File: src/rtl/varredura_pkg.sv
// Shared types for the polynomial sweep sequencer: FSM states, widths and the
// (X, result, overflow) tuple carried by the output FIFO.
package varredura_pkg;

  localparam int W         = 16;
  localparam int OVF_CNT_W = 8;

  typedef enum logic [2:0] {
    IDLE,
    LOAD,
    FIRE,
    WAIT,
    STORE,
    NEXT,
    DONE
  } state_t;

  typedef struct packed {
    logic [W-1:0] x;
    logic [W-1:0] res;
    logic         ovf;
  } tupla_t;

endpackage

File: src/rtl/varredura_polinomio_if.sv
// Evaluator launch/completion bus plus the valid/ready result stream.
// The sequencer takes the master side; evaluator and consumer sit on the slave side.
interface varredura_polinomio_if;
  import varredura_pkg::*;

  logic         ev_inicio;
  logic [W-1:0] ev_X;
  logic [W-1:0] ev_A;
  logic [W-1:0] ev_B;
  logic [W-1:0] ev_C;
  logic [W-1:0] ev_resultado;
  logic         ev_pronto;
  logic         ev_overflow;

  logic         out_valid;
  logic         out_ready;
  logic [W-1:0] out_x;
  logic [W-1:0] out_res;
  logic         out_ovf;

  modport master (
    output ev_inicio, ev_X, ev_A, ev_B, ev_C,
    input  ev_resultado, ev_pronto, ev_overflow,
    output out_valid, out_x, out_res, out_ovf,
    input  out_ready
  );

  modport slave (
    input  ev_inicio, ev_X, ev_A, ev_B, ev_C,
    output ev_resultado, ev_pronto, ev_overflow,
    input  out_valid, out_x, out_res, out_ovf,
    output out_ready
  );

endinterface

File: src/rtl/fifo_tupla.sv
// DEPTH-entry tuple FIFO; the head is read straight from storage so it is a
// registered value. Push and pop in the same cycle are both honoured when full.
module fifo_tupla
  import varredura_pkg::*;
#(
  parameter int DEPTH = 4
) (
  input  logic   ck,
  input  logic   rst,
  input  logic   push,
  input  tupla_t din,
  input  logic   ready,
  output tupla_t head,
  output logic   full,
  output logic   empty
);

  localparam int AW = $clog2(DEPTH);

  tupla_t        mem [DEPTH];
  logic [AW:0]   wr_ptr;
  logic [AW:0]   rd_ptr;
  logic          do_pop;
  logic          do_push;

  assign empty   = (wr_ptr == rd_ptr);
  assign full    = (wr_ptr[AW] != rd_ptr[AW]) && (wr_ptr[AW-1:0] == rd_ptr[AW-1:0]);
  assign do_pop  = ready && !empty;
  assign do_push = push && (!full || do_pop);
  assign head    = mem[rd_ptr[AW-1:0]];

  always_ff @(posedge ck or negedge rst) begin
    if (!rst) begin
      wr_ptr <= '0;
      rd_ptr <= '0;
      // NOTE: storage is reset on purpose so the head outputs read 0 after reset.
      for (int i = 0; i < DEPTH; i++) mem[i] <= '0;
    end else begin
      if (do_push) begin
        mem[wr_ptr[AW-1:0]] <= din;
        wr_ptr              <= wr_ptr + (AW+1)'(1);
      end
      if (do_pop) rd_ptr <= rd_ptr + (AW+1)'(1);
    end
  end

endmodule

File: src/rtl/varredura_polinomio.sv
// Sweep sequencer: launches one polynomial evaluation per X in [x_ini, x_fim]
// and queues each result. Define VARREDURA_TIMEOUT_EN to add a WAIT watchdog.
module varredura_polinomio
  import varredura_pkg::*;
#(
  parameter int DEPTH = 4
`ifdef VARREDURA_TIMEOUT_EN
  , parameter int TMO = 64
`endif
) (
  input  logic                 ck,
  input  logic                 rst,
  input  logic                 start,
  input  logic [W-1:0]         x_ini,
  input  logic [W-1:0]         x_fim,
  input  logic [W-1:0]         passo,
  input  logic [W-1:0]         a_in,
  input  logic [W-1:0]         b_in,
  input  logic [W-1:0]         c_in,
  output logic                 busy,
  output logic                 done,
  output logic [OVF_CNT_W-1:0] ovf_count,
  varredura_polinomio_if.master bus
);

  state_t       state;
  logic [W-1:0] x_cur;
  logic [W-1:0] x_end;
  logic [W-1:0] step;
  logic [W-1:0] res_q;
  logic         ovf_q;
  logic [W:0]   nx;
  logic         fifo_full;
  logic         fifo_empty;
  tupla_t       din;
  tupla_t       head;

`ifdef VARREDURA_TIMEOUT_EN
  localparam int TW = $clog2(TMO + 1);
  logic [TW-1:0] wd;
`endif

  // One extra bit so a sweep ending near the top of the range cannot wrap to 0.
  assign nx  = {1'b0, x_cur} + {1'b0, step};
  assign din = '{x: x_cur, res: res_q, ovf: ovf_q};

  fifo_tupla #(.DEPTH(DEPTH)) u_fifo (
    .ck    (ck),
    .rst   (rst),
    .push  (state == STORE),
    .din   (din),
    .ready (bus.out_ready),
    .head  (head),
    .full  (fifo_full),
    .empty (fifo_empty)
  );

  assign bus.out_valid = !fifo_empty;
  assign bus.out_x     = head.x;
  assign bus.out_res   = head.res;
  assign bus.out_ovf   = head.ovf;

  // NOTE: every register here uses <= so all branches see pre-edge values.
  always_ff @(posedge ck or negedge rst) begin
    if (!rst) begin
      state     <= IDLE;
      x_cur     <= '0;
      x_end     <= '0;
      step      <= '0;
      res_q     <= '0;
      ovf_q     <= 1'b0;
      busy      <= 1'b0;
      done      <= 1'b0;
      ovf_count <= '0;
      bus.ev_inicio <= 1'b0;
      bus.ev_X      <= '0;
      bus.ev_A      <= '0;
      bus.ev_B      <= '0;
      bus.ev_C      <= '0;
`ifdef VARREDURA_TIMEOUT_EN
      wd        <= '0;
`endif
    end else begin
      bus.ev_inicio <= 1'b0;
      done          <= 1'b0;
      case (state)
        IDLE: if (start) begin
          x_cur     <= x_ini;
          x_end     <= x_fim;
          step      <= (passo == '0) ? W'(1) : passo;
          bus.ev_A  <= a_in;
          bus.ev_B  <= b_in;
          bus.ev_C  <= c_in;
          ovf_count <= '0;
          busy      <= 1'b1;
          state     <= LOAD;
        end
        LOAD: if (x_end < x_cur) begin
          done  <= 1'b1;
          state <= DONE;
        end else begin
          state <= FIRE;
        end
        // The slot checked here stays free until STORE: nothing else pushes.
        FIRE: if (!fifo_full) begin
          bus.ev_inicio <= 1'b1;
          bus.ev_X      <= x_cur;
`ifdef VARREDURA_TIMEOUT_EN
          wd            <= '0;
`endif
          state         <= WAIT;
        end
        WAIT: if (bus.ev_pronto) begin
          res_q <= bus.ev_resultado;
          ovf_q <= bus.ev_overflow;
          state <= STORE;
        end
`ifdef VARREDURA_TIMEOUT_EN
        else if (wd == TW'(TMO - 1)) begin
          res_q <= '0;
          ovf_q <= 1'b1;
          state <= STORE;
        end else begin
          wd <= wd + TW'(1);
        end
`endif
        STORE: begin
          if (ovf_q && (ovf_count != '1)) ovf_count <= ovf_count + OVF_CNT_W'(1);
          state <= NEXT;
        end
        NEXT: if (nx[W] || (nx[W-1:0] > x_end)) begin
          done  <= 1'b1;
          state <= DONE;
        end else begin
          x_cur <= nx[W-1:0];
          state <= FIRE;
        end
        DONE: begin
          busy  <= 1'b0;
          state <= IDLE;
        end
        default: state <= IDLE;
      endcase
    end
  end

endmodule

File: src/flat_wrapper.sv
// flat-port wrapper written by rule: the top's interface ports become plain ports
module varredura_polinomio_flat import varredura_pkg::*;
#(
  parameter int DEPTH = 4

)
  (ck, rst, start, x_ini, x_fim, passo, a_in, b_in, c_in, busy, done, ovf_count, bus_ev_inicio, bus_ev_X, bus_ev_A, bus_ev_B, bus_ev_C, bus_ev_resultado, bus_ev_pronto, bus_ev_overflow, bus_out_valid, bus_out_x, bus_out_res, bus_out_ovf, bus_out_ready);
  varredura_polinomio_if bus_i ();
  input  logic ck;
  input  logic rst;
  input  logic start;
  input  logic [W-1:0] x_ini;
  input  logic [W-1:0] x_fim;
  input  logic [W-1:0] passo;
  input  logic [W-1:0] a_in;
  input  logic [W-1:0] b_in;
  input  logic [W-1:0] c_in;
  output logic busy;
  output logic done;
  output logic [OVF_CNT_W-1:0] ovf_count;
  output wire logic [$bits(bus_i.ev_inicio)-1:0] bus_ev_inicio;
  output wire logic [$bits(bus_i.ev_X)-1:0] bus_ev_X;
  output wire logic [$bits(bus_i.ev_A)-1:0] bus_ev_A;
  output wire logic [$bits(bus_i.ev_B)-1:0] bus_ev_B;
  output wire logic [$bits(bus_i.ev_C)-1:0] bus_ev_C;
  input wire logic [$bits(bus_i.ev_resultado)-1:0] bus_ev_resultado;
  input wire logic [$bits(bus_i.ev_pronto)-1:0] bus_ev_pronto;
  input wire logic [$bits(bus_i.ev_overflow)-1:0] bus_ev_overflow;
  output wire logic [$bits(bus_i.out_valid)-1:0] bus_out_valid;
  output wire logic [$bits(bus_i.out_x)-1:0] bus_out_x;
  output wire logic [$bits(bus_i.out_res)-1:0] bus_out_res;
  output wire logic [$bits(bus_i.out_ovf)-1:0] bus_out_ovf;
  input wire logic [$bits(bus_i.out_ready)-1:0] bus_out_ready;
  assign bus_ev_inicio = bus_i.ev_inicio;
  assign bus_ev_X = bus_i.ev_X;
  assign bus_ev_A = bus_i.ev_A;
  assign bus_ev_B = bus_i.ev_B;
  assign bus_ev_C = bus_i.ev_C;
  assign bus_i.ev_resultado = bus_ev_resultado;
  assign bus_i.ev_pronto = bus_ev_pronto;
  assign bus_i.ev_overflow = bus_ev_overflow;
  assign bus_out_valid = bus_i.out_valid;
  assign bus_out_x = bus_i.out_x;
  assign bus_out_res = bus_i.out_res;
  assign bus_out_ovf = bus_i.out_ovf;
  assign bus_i.out_ready = bus_out_ready;
  varredura_polinomio #(.DEPTH(DEPTH)) u_core (.ck(ck), .rst(rst), .start(start), .x_ini(x_ini), .x_fim(x_fim), .passo(passo), .a_in(a_in), .b_in(b_in), .c_in(c_in), .busy(busy), .done(done), .ovf_count(ovf_count), .bus(bus_i));
endmodule
File: config.mk
export PLATFORM = sky130hd
export DESIGN_NAME = varredura_polinomio_flat
export DESIGN_NICKNAME = d
export VERILOG_FILES = /design/src/rtl/varredura_pkg.sv /design/src/rtl/varredura_polinomio_if.sv /design/src/rtl/fifo_tupla.sv /design/src/rtl/varredura_polinomio.sv /design/src/flat_wrapper.sv
export SDC_FILE = /design/constraint.sdc
export NUM_CORES = 1
export LEC_CHECK = 0
export CORE_UTILIZATION = 56
export DETAILED_ROUTE_END_ITERATION = 6
export HOLD_SLACK_MARGIN = 0.02
export PLACE_DENSITY = 0.92
export SYNTH_ARGS = -nofsm -noshare
export SYNTH_HDL_FRONTEND = slang
export SYNTH_SLANG_ARGS = --single-unit
File: constraint.sdc
create_clock -name ck -period 8.75 [get_ports ck]
set_clock_uncertainty 0.15 [all_clocks]
set_input_delay 2.1875 -clock ck [delete_from_list [all_inputs] [get_ports ck]]
set_output_delay 2.1875 -clock ck [all_outputs]
set_load 0.05 [all_outputs]
==> impl_metrics.csv, run 1 <==
group,metric,value,unit
sta,fin_tns_setup,0,ps
min_path,hold_class,"flop to flop",
synthesis,synth_top_area_share,0.5379,
route,antenna_left,0,
synthesis,synth_edf_count,0,
min_path,min_path_cells,2,
setup_path,critical_path_required,6410,ps
finish,synthToLayoutAreaGrowth,26.93,%
sta,tightest_slew,1183,ps
clock_network,cts_made_buffers,30,
sta,slew_viol_final,0,
setup_path,cp-startpoint,"u_core.u_fifo.rd_ptr[1]",
placement,port_buffers,226,
finish,final_cell_mix,"dfrtp_1 (280), clkdlybuf4s50_1 (225), mux2_2 (156)",
synthesis,synth_cell_types,60,
finish,drive_gt1_frac,0.2073,
placement,place.gp.congestion,0.9296,
route,drt_first_pass_iters,5,
sta,setup_viol,0,
placement,dp_hpwl,21550,um
setup_path,r2r_start,"u_core.x_cur[0]",
setup_path,worst-r2r-setup-slack,3360,ps
placement,dp.cells,1541,
setup_path,crit_fanout,19,
sta,maxSlewHeadroom,0.2071,
finish,nets,1432,
synthesis,yosys-top-cells-area,"dfrtp_1 (54%), mux2_2 (13%), mux4_2 (5.7%)",
clock_network,tritoncts,"built",
route,via_per_inst,5.690,
clock_network,post-cts-setup-buffer-count,0,
die,initial_core_util,0.5739,
setup_path,crit_path_end,"bus_out_valid",
setup_path,reg2reg_depth,16,
synthesis,ys_seq_area_frac,0.5379,
die,die_h,154.8,um
clock_network,clock-sinks,281,
clock_network,cts_hold_buf,0,
die,ios,227,
synthesis,netlist_instances,1052,
setup_path,arrival,3180,ps
clock_network,cts_resized,0,
clock_network,path_clk_slew,60,ps
synthesis,syn_area,13070,sq um
sta,fin_crit,5513,ps
route,vias,9082,
synthesis,ys.flop_type,"dfrtp_1",
global_route,grt_max_degree,172,
synthesis,syn_area_per_cell,12.43,sq um
global_route,grt_usage,0.2653,
clock_network,h-tree-depth,1,
sta,timing.final.crit_share,0.6300,
global_route,grt_pass1_vias,9563,
synthesis,yosysWarnings,0,
clock_network,clock_latency,550,ps
global_route,grt_overflow,0,
synthesis,synth-seq-cells,281,
sta,max_freq,181.4,MHz
setup_path,path_class,"flop to primary output",
die,die_x,154.8,um
route,wirelength,31200,um
clock_network,cts-root-buf,"clkbuf_16",
setup_path,start_kind,"flop",
global_route,grt_pass1_wl,50030,um
clock_network,clock_path_buffers,3,
sta,hold_viol,0,
route,wire_per_inst,19.55,um
synthesis,synth_nets,1224,
die,dieArea,23960,sq um
die,core_area,22780,sq um
sta,rsz0062_at_grt,"false",
run,maxCapViolCount,0,
global_route,antenna_found_initial,0,
setup_path,endpoint_kind,"primary output",
route,drc,0,
finish,diodes,0,
finish,layout_commonest_cell,"dfrtp_1",
synthesis,async_flop_share,1.000,
finish,fill_cells,1488,
die,num_rows,55,
finish,instances_no_fill,1596,
setup_path,regToRegEndpoint,"u_core.x_cur[11]",
route,drt_iter0_drc,375,
synthesis,yosys.area.top_type,"dfrtp_1",
run_status,status,"complete, no violations",
## Yosys cell counts, types with 5 or more instances
library cell and number:
mux2_2 156, a21o_1 5, buf_2 24, nand4_1 5, ha_1 53, dfrtp_1 281
nand2_1 111, nand3_1 19, xor2_1 10, mux4_2 33, a21oi_1 26, o21ai_0 109
xnor2_1 14, and2_1 5, a211oi_1 5, mux2i_1 23, inv_1 46, clkbuf_1 26
nor3_1 6, nor2_1 24
## per-stage QoR
stage	instance area (sq um)	hold WS [ps]	util	worst slack [ps]
after CTS	16590	330.1	0.7285	3209
after global routing	16590	357.0	0.7285	3100
after detailed placement	15540	316.9	0.6822	3450
after floorplan	13070	294.6	-	4382
final	16590	329.4	0.7285	3237
after global placement	15540	306.4	0.6822	3552
## registers in the layout, summed over array words and instances, names as in the netlist
name / cells
u_core.u_fifo.wr_ptr: 3
u_core.u_fifo.rd_ptr: 3
u_core.bus.ev_C: 16
u_core.ovf_count: 8
u_core.state: 3
u_core.bus.ev_X: 16
u_core.x_cur: 16
u_core.ovf_q: 1
u_core.done: 1
u_core.res_q: 16
u_core.x_end: 16
u_core.bus.ev_B: 16
u_core.busy: 1
u_core.bus.ev_A: 16
u_core.bus.ev_inicio: 1
u_core.step: 16
u_core.u_fifo.mem: 132
## critical path, cell delays in order (launching register included)
cell,delay [ps]
dfrtp_1,930
buf_4,430
xor2_1,200
nor2_1,70
nand2_1,130
clkdlybuf4s50_1,850
## worst min-delay path by stage
stage                     slack [ps]                  start                     to
after floorplan                  290  u_core.u_fifo.mem[51]  u_core.u_fifo.mem[51]
after global placement           310  u_core.u_fifo.mem[52]  u_core.u_fifo.mem[52]
after detailed placement         320  u_core.u_fifo.mem[64]  u_core.u_fifo.mem[64]
after CTS                        330  u_core.u_fifo.mem[64]  u_core.u_fifo.mem[64]
after global routing             360  u_core.u_fifo.mem[58]  u_core.u_fifo.mem[58]
final                            330  u_core.u_fifo.mem[64]  u_core.u_fifo.mem[64]
## per-layer routing
| layer | up-vias | wire length [um] | global-route usage |
|---|---|---|---|
| met5 | - | 0 | 0 |
| met4 | 0 | 857 | 0.08439 |
| met3 | 71 | 2144 | 0.05632 |
| met2 | 342 | 15260 | 0.4421 |
| met1 | 4502 | 12930 | 0.3490 |
| li1 | 4167 | - | - |
## final cells by class
class                   count  area [sq um]  share of cell area
clock buffers              40         858.3             0.05173
clock inverters            15         196.4             0.01184
inverters                  46         172.7             0.01041
multi-input cells         670          5624              0.3389
flip-flops and latches    281          7033              0.4238
well taps                 313         391.6             0.02360
repair buffers            231          2317              0.1396
## cells by family after synthesis
kind of cell / Yosys count / share of synthesized area
compound gates: 182 / 0.08222
flops: 281 / 0.5379
fa+ha+maj: 54 / 0.05226
mux: 212 / 0.2088
buf+inv: 101 / 0.03312
xor+xnor: 24 / 0.01608
simple gates: 198 / 0.06958
Power of run 1 is not shown: default switching activity piles up to over one toggle a cycle in this logic, so the estimate is an artifact.
==> inputs of run 2 (changes only) <==
- CORE_UTILIZATION: 56 -> 48
- PLACE_DENSITY: 0.92 -> 0.84
- clock period: 8.75 -> 4.65 ns (I/O delays scaled with it)
==> run 2 against run 1 <==
Effect of this change:
- routed wire length increased by 2.7%
- critical path depth increased by 13
- final cell count increased by 3.1%
- sequential share of layout area decreased by 0.59 points
- first-iteration DRC count increased by 56%
- via count increased by 1.4%
- critical path type is now flop to flop
- critical endpoint is now u_core.x_cur[11]
==> impl_metrics.csv, run 2 (same netlist as run 1, synthesis figures left out) <==
group,metric,value,unit
route,wl_met2,15740,um
route,highest_layer,"met4",
clock_network,clock_path_buffers,3,
finish,drive_gt1_frac,0.2187,
sta,maxSlewHeadroom,0.3690,
die,dieArea,27900,sq um
sta,timing.final.crit_share,0.9530,
clock_network,clock_latency,560,ps
min_path,min-delay-start,"u_core.u_fifo.mem[52]",
route,drc,0,
global_route,grt_usage,0.2332,
finish,final_util,0.6280,
setup_path,reg2reg_depth,18,
setup_path,crit_fanout,6,
setup_path,endpoint_kind,"flop",
sta,fin_crit,4431,ps
clock_network,cts-root-buf,"clkbuf_16",
finish,fill_cells,2007,
die,die_x,167.0,um
sta,slew_viol_final,0,
die,ios,227,
global_route,grt_max_degree,110,
placement,port_buffers,226,
clock_network,h-tree-depth,1,
global_route,grt_pass1_wl,51430,um
die,core_area,26800,sq um
clock_network,cts_hold_buf,0,
placement,place.gp.congestion,0.9213,
setup_path,arrival,4730,ps
finish,instances_no_fill,1645,
route,wl_met3,1939,um
route,drt_iter0_drc,586,
setup_path,r2r_start,"u_core.x_cur[0]",
route,antenna_left,0,
placement,placed_cell_area,15720,sq um
min_path,min_path_cells,2,
setup_path,regToRegEndpoint,"u_core.x_cur[11]",
finish,synthToLayoutAreaGrowth,28.74,%
clock_network,tritoncts,"built",
route,wire_per_inst,19.48,um
route,wirelength,32050,um
min_path,holdPathEnd,"u_core.u_fifo.mem[52]",
sta,max_freq,225.7,MHz
sta,hold_viol,0,
setup_path,worst-r2r-setup-slack,220,ps
run_status,status,"complete, no violations",
placement,dp_hpwl,22000,um
global_route,grt_overflow,0,
die,num_rows,60,
clock_network,clock-sinks,281,
finish,nets,1450,
global_route,grt_pass1_vias,9988,
global_route,antenna_found_initial,1,
route,via_per_inst,5.601,
die,die_h,167.0,um
finish,multi_input_area,5662,sq um
route,drt_first_pass_iters,5,
placement,dp.cells,1585,
finish,regArea,7034,sq um
sta,setup_viol,0,
route,wl_met1,13250,um
sta,tightest_slew,946.6,ps
route,vias,9213,
run,maxCapViolCount,0,
finish,regMostFlops,"u_core.u_fifo.mem",
setup_path,start_kind,"flop",
setup_path,path_class,"flop to flop",
clock_network,cts_made_buffers,31,
sta,fin_tns_setup,0,ps
clock_network,path_clk_slew,60,ps
setup_path,critical_path_required,4950,ps
finish,final_cell_mix,"dfrtp_1 (279), clkdlybuf4s50_1 (225), mux2_2 (156)",
finish,layout_commonest_cell,"dfrtp_1",
min_path,hold_class,"flop to flop",
die,initial_core_util,0.4878,
finish,largest_reg_flops,132,
finish,stdcell_area,16830,sq um
-- run 2: cell count changes in the layout (fill, tap and decap cells not counted), moves of 2 or more --
cell        previous run  this run
o21ai_1                2         4
clkbuf_1               3        10
buf_4                  4        17
bufinv_16              4         2
inv_6                  0         2
o21ai_0              109       107
clkinv_2               6         1
clkbuf_8               7        11
buf_12                 1         3
clkinvlp_4             4         1
buf_6                  0         2
-- run 2: area by class of cell --
type | count | share of cell area
clock inverter | 6 | 0.005353
tap | 341 | 0.02535
timing repair buffer | 248 | 0.1472
multi-input combinational | 670 | 0.3364
inverter | 46 | 0.01026
clock buffer | 52 | 0.05732
sequential | 281 | 0.4180
antenna | 1 | 0.0001487
-- run 2: repair_timing --
| action | in CTS | in global routing |
|---|---|---|
| gates resized for setup | 0 | 12 |
| buffers inserted | 0 | 1 |
| setup endpoints to repair | 0 | 16 |
-- run 2: how the worst max path moves through the flow --
stage,from,to,slack [ps]
after global routing,u_core.x_cur[4],u_core.x_cur[10],-20
final,u_core.x_cur[0],u_core.x_cur[11],220
after detailed placement,u_core.x_cur[2],u_core.x_cur[2],70
after CTS,u_core.x_cur[2],u_core.x_cur[2],30
after floorplan,u_core.x_cur[2],u_core.x_cur[0],280
after global placement,u_core.x_cur[2],u_core.x_cur[6],240
-- run 2: per-stage QoR --
step / hold slack (ps) / setup WS [ps]
4_1_cts: 327.9 / 26.79
3_3_place_gp: 306.2 / 239.6
5_1_grt: 355.3 / -22.40
6_report: 322.0 / 218.7
3_5_place_dp: 315.0 / 65.41
2_1_floorplan: 294.6 / 281.9
-- run 2: worst max-delay path: stages, from the launching register on --
cell	delay, ps
dfrtp_1	360
ha_2	210
inv_1	60
fa_1	420
nor2b_2	160
o31ai_2	80
a211o_1	340
a31oi_4	180
mux2i_1	90
nor2_1	160
inv_1	60
ha_1	310
nand4_1	120
or3_4	420
nor4_4	190
a21oi_2	70
a311oi_2	290
a21o_2	270
mux2_2	360
-- run 2: metal layers --
| layer | GRT usage | up-vias |
|---|---|---|
| li1 | - | 4209 |
| met1 | 0.2913 | 4590 |
| met4 | 0.08816 | 0 |
| met2 | 0.3989 | 329 |
| met5 | 0 | - |
| met3 | 0.04777 | 85 |
Power of run 2 is left out for the same reason.
